### config.mk
export PLATFORM = sky130hd
export DESIGN_NAME = uart_tx_fifo
export DESIGN_NICKNAME = d
export VERILOG_FILES = /design/src/rtl/uart_pkg.sv /design/src/rtl/tx_fifo.sv /design/src/rtl/uart_tx_fifo.sv
export SDC_FILE = /design/constraint.sdc
export NUM_CORES = 1
export LEC_CHECK = 0
export BUFFER_PORTS_ARGS = -buffer_cell sky130_fd_sc_hd__buf_4
export CORE_MARGIN = 2
export CORE_UTILIZATION = 40
export CTS_BUF_LIST = sky130_fd_sc_hd__clkbuf_8
export CTS_CLUSTER_DIAMETER = 50
export DETAILED_ROUTE_END_ITERATION = 7
export MAX_ROUTING_LAYER = met4
export SETUP_SLACK_MARGIN = 0.15
export SYNTH_ARGS = -nofsm -noshare
export SYNTH_HDL_FRONTEND = slang
export SYNTH_SLANG_ARGS = --single-unit
export TNS_END_PERCENT = 100
### constraint.sdc
create_clock -name clk -period 6.6 [get_ports clk]
set_clock_uncertainty 0.15 [all_clocks]
set_input_delay 1.32 -clock clk [delete_from_list [all_inputs] [get_ports clk]]
set_output_delay 1.32 -clock clk [all_outputs]
set_load 0.03 [all_outputs]
### src/rtl/uart_pkg.sv
// Shared definitions for the UART transmitter: FSM state encoding, frame width, divisor.
// Latency: n/a (package, no logic).
// Backpressure: n/a.
package uart_pkg;

    // Number of data bits per frame, sent LSB first.
    localparam int DATA_BITS = 8;

    // Transmitter FSM states. PARITY is only visited when parity is built in.
    typedef enum logic [2:0] {
        ST_IDLE   = 3'd0,
        ST_START  = 3'd1,
        ST_DATA   = 3'd2,
        ST_PARITY = 3'd3,
        ST_STOP   = 3'd4
    } uart_state_t;

    // Clock cycles per line bit; integer division, evaluated at elaboration.
    function automatic int calc_div(input int clk_freq, input int baud);
        return clk_freq / baud;
    endfunction

endpackage

### src/rtl/tx_fifo.sv
// Synchronous FIFO holding bytes waiting for the UART transmitter.
// Latency: a pushed entry is visible on dout / count from the next cycle.
// Backpressure: none internally; the caller only pushes when not full (or popping) and pops when non-empty.
//
// Ports:
//   clk, rst    - clock, synchronous active-high reset (flushes pointers and count)
//   push, din   - write strobe and data
//   pop, dout   - read strobe; dout is the head entry (combinational read)
//   count       - occupancy, 0..DEPTH
module tx_fifo #(
    parameter int DEPTH = 4,
    parameter int WIDTH = 8
) (
    input  logic                   clk,
    input  logic                   rst,
    input  logic                   push,
    input  logic [WIDTH-1:0]       din,
    input  logic                   pop,
    output logic [WIDTH-1:0]       dout,
    output logic [$clog2(DEPTH):0] count
);

    localparam int AW = $clog2(DEPTH);
    localparam int CW = AW + 1;

    logic [WIDTH-1:0] mem [DEPTH];
    logic [AW-1:0]    wr_ptr;
    logic [AW-1:0]    rd_ptr;

    assign dout = mem[rd_ptr];

    // Storage carries no reset; the caller never pushes during reset.
    always_ff @(posedge clk) begin
        if (push) begin
            mem[wr_ptr] <= din;
        end
    end

    // DEPTH is a power of two, so the pointers wrap by plain overflow.
    always_ff @(posedge clk) begin
        if (rst) begin
            wr_ptr <= '0;
            rd_ptr <= '0;
            count  <= '0;
        end else begin
            if (push) begin
                wr_ptr <= wr_ptr + AW'(1);
            end
            if (pop) begin
                rd_ptr <= rd_ptr + AW'(1);
            end
            case ({push, pop})
                2'b10:   count <= count + CW'(1);
                2'b01:   count <= count - CW'(1);
                default: count <= count;
            endcase
        end
    end

endmodule

### src/rtl/uart_tx_fifo.sv
// UART transmitter (8 data bits, LSB first, 1 stop bit) fed by a byte FIFO.
// Latency: wr into an empty FIFO with the line idle -> pop next cycle -> start bit on txd the cycle after.
// Backpressure: full flags a full FIFO; a wr while full is dropped unless a pop happens in the same cycle.
//
// Ports:
//   clk   - clock, rising edge
//   rst   - synchronous active-high reset (aborts any frame, flushes the FIFO)
//   denv  - byte to enqueue, sampled when wr=1
//   wr    - write strobe, one byte per cycle
//   txd   - serial line, idle high, registered
//   busy  - registered: FIFO non-empty or a frame in progress
//   full  - registered: FIFO holds fifo_depth bytes
//
// Optional build macro UART_TX_PARITY_EN: inserts an even-parity bit between data and stop.
module uart_tx_fifo
    import uart_pkg::*;
#(
    parameter int clk_freq   = 50000000,
    parameter int baud       = 115200,
    parameter int fifo_depth = 4
) (
    input  logic       clk,
    input  logic       rst,
    input  logic [7:0] denv,
    input  logic       wr,
    output logic       txd,
    output logic       busy,
    output logic       full
);

    localparam int DIV = calc_div(clk_freq, baud);
    localparam int BW  = (DIV > 1) ? $clog2(DIV) : 1;
    localparam int CW  = $clog2(fifo_depth) + 1;
    localparam int BCW = $clog2(DATA_BITS);

    uart_state_t            state;
    logic [BW-1:0]          baud_cnt;
    logic [BCW-1:0]         bit_cnt;
    logic [DATA_BITS-1:0]   shreg;
`ifdef UART_TX_PARITY_EN
    logic                   par;
`endif

    logic [CW-1:0]          count;
    logic [CW-1:0]          cnt_nxt;
    logic [DATA_BITS-1:0]   fifo_dout;
    logic                   fifo_empty;
    logic                   fifo_full;
    logic                   baud_end;
    logic                   push;
    logic                   pop;
    logic                   frame_nxt;

    assign fifo_empty = (count == '0);
    assign fifo_full  = (count == CW'(fifo_depth));
    assign baud_end   = (baud_cnt == BW'(DIV - 1));

    // Pop either from IDLE or at the last cycle of the stop bit, so frames run
    // back-to-back. Emptiness comes from the registered count, so a byte written
    // this cycle cannot be popped until the next one.
    assign pop = !rst && !fifo_empty &&
                 ((state == ST_IDLE) || ((state == ST_STOP) && baud_end));

    // A full FIFO still accepts a write when a pop frees a slot in the same cycle.
    assign push = !rst && wr && (!fifo_full || pop);

    always_comb begin
        cnt_nxt = count;
        if (push && !pop) begin
            cnt_nxt = count + CW'(1);
        end else if (!push && pop) begin
            cnt_nxt = count - CW'(1);
        end
    end

    // Whether a frame is in progress after this edge.
    always_comb begin
        frame_nxt = 1'b1;
        if (state == ST_IDLE) begin
            frame_nxt = pop;
        end else if ((state == ST_STOP) && baud_end && !pop) begin
            frame_nxt = 1'b0;
        end
    end

    tx_fifo #(
        .DEPTH (fifo_depth),
        .WIDTH (DATA_BITS)
    ) u_fifo (
        .clk   (clk),
        .rst   (rst),
        .push  (push),
        .din   (denv),
        .pop   (pop),
        .dout  (fifo_dout),
        .count (count)
    );

    always_ff @(posedge clk) begin
        if (rst) begin
            state    <= ST_IDLE;
            baud_cnt <= '0;
            bit_cnt  <= '0;
            shreg    <= '0;
            txd      <= 1'b1;
            busy     <= 1'b0;
            full     <= 1'b0;
`ifdef UART_TX_PARITY_EN
            par      <= 1'b0;
`endif
        end else begin
            full <= (cnt_nxt == CW'(fifo_depth));
            busy <= (cnt_nxt != '0) || frame_nxt;

            case (state)
                ST_IDLE: begin
                    baud_cnt <= '0;
                    if (pop) begin
                        shreg <= fifo_dout;
`ifdef UART_TX_PARITY_EN
                        par   <= ^fifo_dout;
`endif
                        state <= ST_START;
                        txd   <= 1'b0;
                    end
                end

                ST_START: begin
                    if (baud_end) begin
                        baud_cnt <= '0;
                        bit_cnt  <= '0;
                        state    <= ST_DATA;
                        txd      <= shreg[0];
                    end else begin
                        baud_cnt <= baud_cnt + BW'(1);
                    end
                end

                ST_DATA: begin
                    if (baud_end) begin
                        baud_cnt <= '0;
                        if (bit_cnt == BCW'(DATA_BITS - 1)) begin
`ifdef UART_TX_PARITY_EN
                            state <= ST_PARITY;
                            txd   <= par;
`else
                            state <= ST_STOP;
                            txd   <= 1'b1;
`endif
                        end else begin
                            // Shift so the next data bit sits at shreg[0].
                            bit_cnt <= bit_cnt + BCW'(1);
                            shreg   <= shreg >> 1;
                            txd     <= shreg[1];
                        end
                    end else begin
                        baud_cnt <= baud_cnt + BW'(1);
                    end
                end

`ifdef UART_TX_PARITY_EN
                ST_PARITY: begin
                    if (baud_end) begin
                        baud_cnt <= '0;
                        state    <= ST_STOP;
                        txd      <= 1'b1;
                    end else begin
                        baud_cnt <= baud_cnt + BW'(1);
                    end
                end
`endif

                ST_STOP: begin
                    if (baud_end) begin
                        baud_cnt <= '0;
                        if (pop) begin
                            shreg <= fifo_dout;
`ifdef UART_TX_PARITY_EN
                            par   <= ^fifo_dout;
`endif
                            state <= ST_START;
                            txd   <= 1'b0;
                        end else begin
                            state <= ST_IDLE;
                            txd   <= 1'b1;
                        end
                    end else begin
                        baud_cnt <= baud_cnt + BW'(1);
                    end
                end

                default: begin
                    state    <= ST_IDLE;
                    baud_cnt <= '0;
                    txd      <= 1'b1;
                end
            endcase
        end
    end

endmodule

# Word-level counts from Yosys, hierarchy flattened

Memories as Yosys holds them, arrays and structs flattened. A register that Yosys moved wholly into a read port is not among the register bits.
Cells that the tools add are included.

Flip-flop bits (word level): 33
RAM bits: 32
Input port bits: 11
Output and inout port bits: 3
Logic and storage cells: 93
Memories: 1

Memory list:

| name       | depth | width | read ports | clocked after Yosys merged registers in | write ports | RTL line      | source |
|---|---|---|---|---|---|---|---|
| u_fifo.mem | 4     | 8     | 1          | 1                                       | 1           | tx_fifo.sv:26 | `logic [WIDTH-1:0] mem [DEPTH];` |

$add $sub $neg: 6
Eq/ne operators: 15
Mux-type cells: 32
Bitwise logic cells: 1
Reduce and logical (&&, ||, !) cells: 28

Operators with widths:

| kind                                                 | number |
|---|---|
| 2-to-1 mux 8 bit                                     | 4 |
| 2-to-1 mux 3 bit                                     | 10 |
| case mux 8 bit (3 select lines)                      | 1 |
| equality test 3 bit (second input constant)          | 4 |
| != test 2 bit (second input constant)                | 6 |
| case mux 3 bit (2 select lines)                      | 2 |
| case mux 3 bit (4 select lines)                      | 1 |
| AND reduction 4 bit                                  | 3 |
| 2-to-1 mux 1 bit                                     | 11 |
| adder 9 x 1 -> 9 bit (second input constant)         | 1 |
| equality test 9 bit (second input constant)          | 1 |
| logical AND 1 bit                                    | 8 |
| adder 3 x 1 -> 3 bit (second input constant)         | 2 |
| zero test 3 bit                                      | 2 |
| nonzero test 3 bit                                   | 2 |
| OR reduction 3 bit                                   | 2 |
| zero test 1 bit                                      | 5 |
| AND reduction 5 bit                                  | 1 |
| adder 2 x 1 -> 2 bit (second input constant)         | 2 |
| 2-to-1 mux 2 bit                                     | 2 |
| case mux 1 bit (4 select lines)                      | 1 |
| nonzero test 2 bit                                   | 2 |
| equality test 3 x 1 -> 1 bit (second input constant) | 1 |
| equality test 3 x 2 -> 1 bit (second input constant) | 1 |
| other kinds (5)                                      | 7 |

# Longest topological paths before layout

Gate-level depths: netlist (run 1).

Word-level depth: 12
Gate-level depth with buffers: 14
Depth with buffers taken out: 13

# Hierarchy

Synthesis (run 1) repeated with hierarchy kept, for this count alone.

Cell total of the unflattened synthesis: 252
Area, all modules: 3,007.9 um^2

Modules (own cells, without submodules):

| module       | instances | cells an instance | area an instance (um^2) | seq. area each (um^2) |
|---|---|---|---|---|
| tx_fifo      | 1         | 83                | 1,570.3                 | 1,141.1 |
| uart_tx_fifo | 1         | 169               | 1,437.6                 | 520.5 |

# Worst setup path after synthesis (run 1)

Ideal clock, no wire load.

Path kind: input port to flip-flop
Start point: input port rst
End point: register busy
Setup time: 133 ps
Data arrival time: 2,846 ps
Data required time: 6,317 ps
Path slack: 3,471 ps
Cell stages on the path: 9
Path buffers: 1
Cells stage by stage: nor4_4 a31o_2 buf_6 inv_1 ha_1 inv_1 ha_1 o31ai_1 a31oi_1

Word-level cells in the longest chain between the ends: 11

RTL lines:

| what                           | RTL line                               | source |
|---|---|---|
| start: declaration             | uart_tx_fifo.sv:23                     | `input logic rst,` |
| zero test 1 bit *              | uart_tx_fifo.sv:61, uart_tx_fifo.sv:65 |  |
| logical AND 1 bit (2 in a row) | uart_tx_fifo.sv:61                     | `assign pop = !rst && !fifo_empty &&` |
| logical OR 1 bit               | uart_tx_fifo.sv:65                     | `assign push = !rst && wr && (!fifo_full \|\| pop);` |
| logical AND 1 bit *            | uart_tx_fifo.sv:65                     |  |
| named net push                 | uart_tx_fifo.sv:50                     | `logic push;` |
| zero test 1 bit                | uart_tx_fifo.sv:71                     | `end else if (!push && pop) begin` |
| logical AND 1 bit              | uart_tx_fifo.sv:71                     |  |
| 2-to-1 mux 3 bit               | uart_tx_fifo.sv:71                     |  |
| 2-to-1 mux 3 bit *             | uart_tx_fifo.sv:69                     | `if (push && !pop) begin` |
| nonzero test 3 bit *           | uart_tx_fifo.sv:113                    | `busy <= (cnt_nxt != '0) \|\| frame_nxt;` |
| logical OR 1 bit *             | uart_tx_fifo.sv:113                    |  |
| end signal: assignment         | uart_tx_fifo.sv:113                    |  |
| end: declaration               | uart_tx_fifo.sv:27                     | `output logic busy,` |

Mark *: on every way through the listed nets, which the timed path passes. The rest lies on a longest branch.
A chain may end at the register's enable or synchronous reset.

# Worst setup path after layout (run 1)

Start point: input port rst
End point: register busy

Word-level cells in the longest chain between the ends: 11

RTL lines:

| what                           | RTL line |
|---|---|
| zero test 1 bit                | uart_tx_fifo.sv:61, uart_tx_fifo.sv:65 |
| logical AND 1 bit (2 in a row) | uart_tx_fifo.sv:61 |
| logical OR 1 bit               | uart_tx_fifo.sv:65 |
| logical AND 1 bit              | uart_tx_fifo.sv:65 |
| zero test 1 bit                | uart_tx_fifo.sv:71 |
| logical AND 1 bit              | uart_tx_fifo.sv:71 |
| 2-to-1 mux 3 bit               | uart_tx_fifo.sv:71 |
| 2-to-1 mux 3 bit               | uart_tx_fifo.sv:69 |
| nonzero test 3 bit             | uart_tx_fifo.sv:113 |
| logical OR 1 bit               | uart_tx_fifo.sv:113 |

Several ways; a longest one is shown, not always the timed one.

==> flow_metrics.tcl, run 1 <==
set metrics [dict create \
    status "complete, no violations" \
    rsz0062_at_grt "false" \
    rrSetupSlack_ns 3.77 \
    clkLatencyLatePin_ns 0.34 \
    die_h_um 91.2 \
    finalCritPeriodShare 0.482 \
    dp_cells 350 \
    dp.final_hpwl_mm 3.52 \
    area_growth_pct 10.6 \
    cts_hold_repair.buffers 0 \
    clk_pin_slew_ns 0.08 \
    arrival_ns 3.24 \
    regArea_mm2 0.00166 \
    clk_path_buf_depth 2 \
    slew_headroom 0.425 \
    vias_per_cell 5.17 \
    synth_fa_ha_area_frac 0.0617 \
    io_buffers 13 \
    final_nets 288 \
    routed_wirelength_mm 5.14 \
    layout_min_cycle_time_ns 3.18 \
    ys_ff_latch 67 \
    boundaryPins 14 \
    async_flop_share 0 \
    floorplan.rows 31 \
    synth_cell_type_count 47 \
    synth_top_family_by_area "simple AND/OR/NAND/NOR gates" \
    gp_congestion 0.771 \
    wire_per_inst_um 14.0 \
    fp.dieW_um 91.2 \
    cpMaxStageDelayCell "nor4_4" \
    grt_pass1_vias 1862 \
    ant_nets 0 \
    holdWs_ns 0.329 \
    finalNonFillerCells 366 \
    hold_end "baud_cnt[0]" \
    avgSynthCellArea_um2 12.2 \
    drt_iter0_drc 117 \
    wl_met3_um 203 \
    startpoint_type "primary input" \
    timing.setup.tns_ns 0 \
    synth_xor_area_frac 0.0316 \
    finalPower_mw 1.18 \
    cts_post_setup_buffers_inserted 0 \
    antenna_found_initial 0 \
    start_util 0.417 \
    rr_startpoint "u_fifo.count[0]" \
    synth_nets 276 \
    first_pass_iters 4 \
    rr_worst_depth 11 \
    cts_root_buf "clkbuf_8" \
    critPathKind "in2reg" \
    worstPathMaxFanout 32 \
    worstHoldStart "baud_cnt[0]" \
    syn-cell-area_mm2 0.00304 \
    synth_compound_area_frac 0.0921 \
    dieArea_mm2 0.00832 \
    max-cap-violations 0 \
    fmaxAchievable_mhz 314 \
    htree_num_levels 3 \
    top_layer "met4" \
    multiInputGateArea_mm2 0.00127 \
    cts_tree "built" \
    synthSimpleGateAreaFrac 0.147 \
    cts.sinks 67 \
    hold_viol 0 \
    vdd_ir_drop_max_uv 150 \
    ys.flop_type "dfxtp_1" \
    max_stage_delay_ns 0.32 \
    drv_slew 0 \
    holdPathStages 1 \
    required_ns 6.66 \
    worst_pin_slew_ns 0.859 \
    hp-class "reg2reg" \
    grt_usage 0.143 \
    crit_chain "buf_4 > nor4_4 > a31o_2 > inv_1 > ha_1 > inv_1 > ha_1 > o31ai_1 > a31oi_1" \
    met1_length_mm 2.44 \
    vias 1891 \
    utilization 0.462 \
    fillCellCount 707 \
    cts-resized-gates 0 \
    cp-end-kind "register" \
    drc 0 \
    p_leak_nw 1.15 \
    grt_pass1_wl_mm 8.95 \
    wl_met2_mm 2.41 \
    synthMuxAreaShare 0.0855 \
    gr-total-overflow 0 \
    worstReg2RegEnd "busy" \
    grt_max_degree 33 \
    core-area_mm2 0.00729 \
    cts_buffers 9 \
    yosysWarnings 0 \
    synth_edf_count 32 \
    ys_seq_area_frac 0.546 \
    postSynthCellCount 250 \
    p_per_area_mw_per_mm2 351 \
    setup_viol 0 \
    diodes 0 \
    final_layout_size_suffix_gt1_frac 0.180 \
]
## cell usage after synthesis (2+ instances only)
| library cell | instances | share of area |
|---|---|---|
| a211oi_1 | 8 | 0.020 |
| a211oi_2 | 2 | 0.0082 |
| a21oi_1 | 13 | 0.021 |
| and2_1 | 4 | 0.0082 |
| and3_1 | 4 | 0.0082 |
| buf_2 | 4 | 0.0066 |
| buf_4 | 2 | 0.0049 |
| clkbuf_1 | 4 | 0.0049 |
| dfxtp_1 | 35 | 0.23 |
| edfxtp_1 | 32 | 0.32 |
| ha_1 | 15 | 0.062 |
| inv_1 | 9 | 0.011 |
| mux2i_1 | 8 | 0.026 |
| mux4_2 | 8 | 0.059 |
| nand2_1 | 11 | 0.014 |
| nand2b_1 | 2 | 0.0041 |
| nand3_1 | 3 | 0.0049 |
| nor2_1 | 29 | 0.036 |
| nor2_2 | 2 | 0.0041 |
| nor2b_1 | 3 | 0.0062 |
| nor3_1 | 5 | 0.0082 |
| nor4_1 | 2 | 0.0041 |
| o21ai_0 | 8 | 0.013 |
| o31ai_1 | 2 | 0.0049 |
| or3_1 | 4 | 0.0082 |
| xnor2_1 | 7 | 0.020 |
| xor2_1 | 4 | 0.012 |
## power by group
group	internal (mW)	leakage, nW	switching, mW	total, mW
clock network	0.139	0.0935	0.164	0.303
registers	0.510	0.576	0.0568	0.567
logic	0.146	0.481	0.166	0.311
total	0.794	1.15	0.387	1.18
## area by class of cell
type,instances,share of cell area
multi-input cells,162,0.378
well taps,99,0.0368
flip-flops and latches,67,0.493
clock inverters,7,0.0160
inverters,9,0.0100
clock buffers,9,0.0368
repair buffers,13,0.0290
## worst max-delay path by stage
stage                 to  startpoint  depth (start not counted)
floorplan           busy         rst                          9
global placement    busy         rst                          9
detailed placement  busy         rst                          9
CTS                 busy         rst                          9
global route        busy         rst                          9
finish              busy         rst                          9
## worst max-delay path: cells and delay by family
| kind | cells | cell delay (ns) |
|---|---|---|
| AOI/OAI and AO/OA | 3 | 0.73 |
| buffers and inverters | 3 | 0.38 |
| and+or+nand+nor | 1 | 0.32 |
| adders and majority gates | 2 | 0.48 |
## logic make-up after synthesis
logic type / Yosys count
fa+ha+maj: 15
mux: 16
xor+xnor: 11
simple gates: 79
flops: 67
buf+inv: 21
compound gates: 41
## cells in the final DEF, fill, tap and decap left out, types with 3 or more instances in the layout
master,n
dfxtp_1,35
edfxtp_1,32
nor2_1,29
ha_1,15
a21oi_1,13
buf_4,13
nand2_1,11
inv_1,9
clkbuf_8,9
mux4_2,8
mux2i_1,8
o21ai_0,8
a211oi_1,8
xnor2_1,7
nor3_1,5
and2_1,4
or3_1,4
and3_1,4
xor2_1,4
clkinv_4,4
nor2b_1,3
nand3_1,3
## stage by stage
| step | cell area [um^2] | setup slack (ns) |
|---|---|---|
| floorplan | 3040 | 3.47 |
| global placement | 3190 | 3.11 |
| detailed placement | 3190 | 3.04 |
| CTS | 3370 | 3.41 |
| global route | 3370 | 3.18 |
| finish | 3370 | 3.42 |
## sequential cells by signal, summed over array words and instances (netlist names), named ones only
signal and cells:
baud_cnt 9, bit_cnt 3, busy 1, full 1, shreg 8, state 3, txd 1, u_fifo.count 3
u_fifo.mem 32, u_fifo.rd_ptr 2, u_fifo.wr_ptr 2
## layer usage
layer / vias to the layer above / track usage
met3: 8 / 0.0407
li1: 940 / -
met2: 28 / 0.214
met5: - / -
met4: 0 / 0.0644
met1: 915 / 0.182
No activity file was read; power rests on OpenSTA's default activity.
==> run 2: changes to the inputs <==
- clock period: 6.6 -> 2.8 ns (I/O delays scaled with it)
==> run 2 against run 1 <==
  * Clock power grew to 2.7 times the previous value
  * Non-clock buffer count increased by 9
  * Register-to-register slack got worse by 3.5 ns
  * First-iteration DRC count shrank 42%
==> flow_metrics.tcl, run 2 (same netlist as run 1, synthesis figures left out) <==
set metrics [dict create \
    die_h_um 91.2 \
    io_buffers 13 \
    max_stage_delay_ns 0.34 \
    cpMostUsedCell "inv_1" \
    floorplan.rows 31 \
    startpoint_type "register" \
    fmaxAchievable_mhz 400 \
    grt_max_degree 16 \
    antenna_found_initial 0 \
    rsz0062_at_grt "false" \
    critical-path-top-delay-family "simple AND/OR/NAND/NOR gates" \
    switching_power_mw 0.948 \
    routed_wirelength_mm 5.21 \
    p_per_area_mw_per_mm2 852 \
    core-area_mm2 0.00729 \
    grt_pass1_vias 1883 \
    intPower_mw 2.02 \
    hold_viol 0 \
    dp_cells 356 \
    timing.setup.tns_ns 0 \
    clkLatencyLatePin_ns 0.35 \
    drv_slew 0 \
    ant_nets 0 \
    required_ns 2.94 \
    start_util 0.417 \
    p_leak_nw 1.21 \
    cts_buffers 9 \
    largest_register_ffs 32 \
    cts.sinks 67 \
    final_layout_size_suffix_gt1_frac 0.228 \
    max-cap-violations 0 \
    startpoint "u_fifo.count[0]" \
    layout_commonest_cell "dfxtp_1" \
    clkPwrFrac 0.281 \
    holdWs_ns 0.256 \
    largest_registers "u_fifo.mem: 32 flops, baud_cnt: 9 flops, shreg: 8 flops" \
    gp_congestion 0.831 \
    cpMaxStageDelayCell "dfxtp_2" \
    crit_chain "inv_1 > ha_2 > nor2b_4 > nor4_4 > a31o_2 > inv_1 > ha_1 > buf_4 > nor2_1 > a21oi_1 > o31ai_2 > and3b_1" \
    fp.dieW_um 91.2 \
    htree_num_levels 3 \
    layout_common_cells "dfxtp_1 (33), edfxtp_1 (32), nor2_1 (29)" \
    finalCritPeriodShare 0.893 \
    status "complete, no violations" \
    seq_power_share 0.450 \
    area_growth_pct 14.4 \
    swShare 0.319 \
    grt_pass1_wl_mm 9.02 \
    clk_path_buf_depth 2 \
    diodes 0 \
    first_pass_iters 4 \
    wire_per_inst_um 13.9 \
    cts_tree "built" \
    finalPower_mw 2.97 \
    vdd_ir_drop_max_uv 362 \
    cp-end-kind "register" \
    layout_min_cycle_time_ns 2.50 \
    dp.final_hpwl_mm 3.50 \
    rr_startpoint "u_fifo.count[0]" \
    critPathKind "reg2reg" \
    drc 0 \
    hp-class "in2reg" \
    largest_register "u_fifo.mem" \
    worstHoldStart "denv[3]" \
    finalNonFillerCells 375 \
    drt_iter0_drc 68 \
    clk_pin_slew_ns 0.09 \
    vias 1901 \
    p_comb_frac 0.269 \
    boundaryPins 14 \
    grt_usage 0.144 \
    vias_per_cell 5.07 \
    worstPathMaxFanout 5 \
    arrival_ns 2.65 \
    cts_root_buf "clkbuf_8" \
    final_nets 297 \
    worst_pin_slew_ns 0.576 \
    dieArea_mm2 0.00832 \
    utilization 0.478 \
    gr-total-overflow 0 \
    crit_buf_inv 3 \
    slew_headroom 0.615 \
    setup_viol 0 \
]
run 2: power by group through the flow:
stage / combinational (mW) / sequential [mW] / clock (mW)
detailed placement: 0.753 / 1.36 / 0
finish: 0.799 / 1.34 / 0.832
floorplan: 0.625 / 1.32 / 0
global placement: 0.741 / 1.36 / 0
CTS: 0.758 / 1.34 / 0.863
global route: 0.895 / 1.36 / 0.911
run 2: final cells by class:
class	instances	area, um^2
inverter	9	33.8
timing repair buffer	22	165
clock inverter	7	83.8
clock buffer	9	124
fill	685	3810
multi-input combinational	162	1290
tap	99	124
sequential	67	1660
run 2: path summary, 6_finish.rpt:
check,cells after the start,slack (ns),to
worst min-delay path,1,0.26,u_fifo.mem[0][3]
worst max register to register,12,0.30,full
worst min register to register,1,0.32,baud_cnt[0]
worst max-delay path,12,0.30,full
run 2: repair_timing:
| item | in CTS | in global routing |
|---|---|---|
| hold buffers | 0 | 0 |
| setup endpoints to repair | 0 | 4 |
| buffers inserted | 0 | 3 |
| resized for setup | 0 | 7 |
run 2: routing by layer:
layer,vias to the layer above,part of all wire,global-route usage
met1,912,0.49,0.183
met3,6,0.035,0.0465
li1,953,-,-
met2,30,0.47,0.213
met5,-,0,-
met4,0,0.010,0.0619
run 2: worst register-to-register path, delay by kind of cell, from the launching register on:
family | cells | cell delay [ns]
and+or+nand+nor | 4 | 0.73
AOI/OAI and AO/OA | 3 | 0.55
adders and majority gates | 2 | 0.40
DFF | 1 | 0.34
buffers and inverters | 3 | 0.28
run 2: metrics by stage:
step	instance area [um^2]	worst slack, ns
4_1_cts	3440	0.191
2_1_floorplan	3040	0.208
3_3_place_gp	3230	0.268
6_report	3480	0.298
3_5_place_dp	3230	0.220
5_1_grt	3480	0.160
==> run 3: changes to the inputs <==
- MAX_ROUTING_LAYER: met4 -> unset
==> run 3 against run 2 <==
  * First-iteration DRC count rose by 7.4%
  * Worst setup slack barely moved
  * Largest power group unchanged
  * Critical path depth did not move
  * Routed wire length rose by 0.77%
  * Sequential power barely moved
  * Register-to-register slack barely moved
  * Sequential cell count did not move
  * Via count rose by 0.84%
  * Hold slack barely moved
  * Power barely moved
  * Combinational power barely moved
==> flow_metrics.tcl, run 3 (same netlist as run 1, synthesis figures left out) <==
set metrics [dict create \
    critPathKind "reg2reg" \
    startpoint_type "register" \
    rsz0062_at_grt "false" \
    layout_min_cycle_time_ns 2.50 \
    dp.final_hpwl_mm 3.50 \
    area_growth_pct 14.4 \
    p_per_area_mw_per_mm2 853 \
    utilization 0.478 \
    clkLatencyLatePin_ns 0.35 \
    final_layout_size_suffix_gt1_frac 0.228 \
    fmaxAchievable_mhz 400 \
    layout_commonest_cell "dfxtp_1" \
    cts.sinks 67 \
    finalCritPeriodShare 0.894 \
    diodes 0 \
    drt_iter0_drc 73 \
    max-cap-violations 0 \
    layout_common_cells "dfxtp_1 (33), edfxtp_1 (32), nor2_1 (29)" \
    cts_tree "built" \
    p_leak_nw 1.21 \
    dieArea_mm2 0.00832 \
    boundaryPins 14 \
    largest_register "u_fifo.mem" \
    cp-end-kind "register" \
    worst_pin_slew_ns 0.579 \
    floorplan.rows 31 \
    wire_per_inst_um 14.0 \
    vdd_ir_drop_max_uv 362 \
    first_pass_iters 4 \
    cts_buffers 9 \
    arrival_ns 2.65 \
    fp.dieW_um 91.2 \
    drv_slew 0 \
    gr-total-overflow 0 \
    antenna_found_initial 0 \
    drc 0 \
    hold_viol 0 \
    clk_path_buf_depth 2 \
    status "complete, no violations" \
    largest_registers "u_fifo.mem: 32 flops, baud_cnt: 9 flops, shreg: 8 flops" \
    worstPathMaxFanout 5 \
    io_buffers 13 \
    largest_register_ffs 32 \
    final_nets 297 \
    grt_pass1_vias 1885 \
    routed_wirelength_mm 5.25 \
    start_util 0.417 \
    vias_per_cell 5.11 \
    grt_pass1_wl_mm 9.01 \
    vias 1917 \
    required_ns 2.94 \
    hp-class "in2reg" \
    grt_usage 0.140 \
    slew_headroom 0.613 \
    clk_pin_slew_ns 0.09 \
    setup_viol 0 \
    cts_root_buf "clkbuf_8" \
    grt_max_degree 16 \
    ant_nets 0 \
    htree_num_levels 3 \
    die_h_um 91.2 \
    timing.setup.tns_ns 0 \
    core-area_mm2 0.00729 \
    gp_congestion 0.819 \
    fillCellCount 685 \
]
[run 3: cell counts in the layout (fill, tap and decap cells not counted)]
No cell type changed its count.
[run 3: through the flow]
step	cell area, um^2	power (mW)	hold slack [ns]	std cells	setup WS (ns)
finish	3480	2.97	0.256	375	0.298
global placement	3230	2.10	0.296	356	0.268
global route	3480	3.17	0.241	375	0.160
CTS	3440	2.96	0.242	372	0.191
detailed placement	3230	2.11	0.310	356	0.220
floorplan	3040	1.94	0.280	250	0.208
[run 3: critical path: stages, from the launching register on]
cell	delay, ns
dfxtp_2	0.34
inv_1	0.08
ha_2	0.20
nor2b_4	0.14
nor4_4	0.30
a31o_2	0.22
inv_1	0.05
ha_1	0.20
buf_4	0.15
nor2_1	0.10
a21oi_1	0.06
o31ai_2	0.27
and3b_1	0.19
[run 3: final cells by class]
class                   instances  area [um^2]  share of cell area
flip-flops and latches         67         1660               0.478
multi-input cells             162         1290               0.370
repair buffers                 22          165              0.0474
clock buffers                   9          124              0.0356
well taps                      99          124              0.0356
clock inverters                 7         83.8              0.0241
inverters                       9         33.8             0.00970
[run 3: metal layers]
layer,routed length [um],track usage,vias to the layer above
met5,0,0,-
met4,62,0.0619,0
met3,205,0.0440,6
met2,2450,0.213,31
met1,2530,0.183,928
li1,-,-,952
[run 3: repair_timing]
item | in CTS | in global routing
setup endpoints to repair | 0 | 4
hold buffers | 0 | 0
setup buffers | 0 | 3
resized for setup | 0 | 7
[run 3: power by group]
| part | internal (mW) | leakage, nW | total (mW) | switching, mW |
|---|---|---|---|---|
| Clock | 0.426 | 0.102 | 0.834 | 0.408 |
| Combinational | 0.390 | 0.532 | 0.800 | 0.410 |
| Sequential | 1.20 | 0.577 | 1.34 | 0.132 |
| Total | 2.02 | 1.21 | 2.97 | 0.950 |
[run 3: worst paths after layout]
kind	startpoint	end	slack, ns	cells past startpoint
setup / recovery	u_fifo.count[0]	full	0.30	12
hold / removal	denv[3]	u_fifo.mem[0][3]	0.26	1
setup reg to reg	u_fifo.count[0]	full	0.30	12
hold reg to reg	baud_cnt[0]	baud_cnt[0]	0.32	1
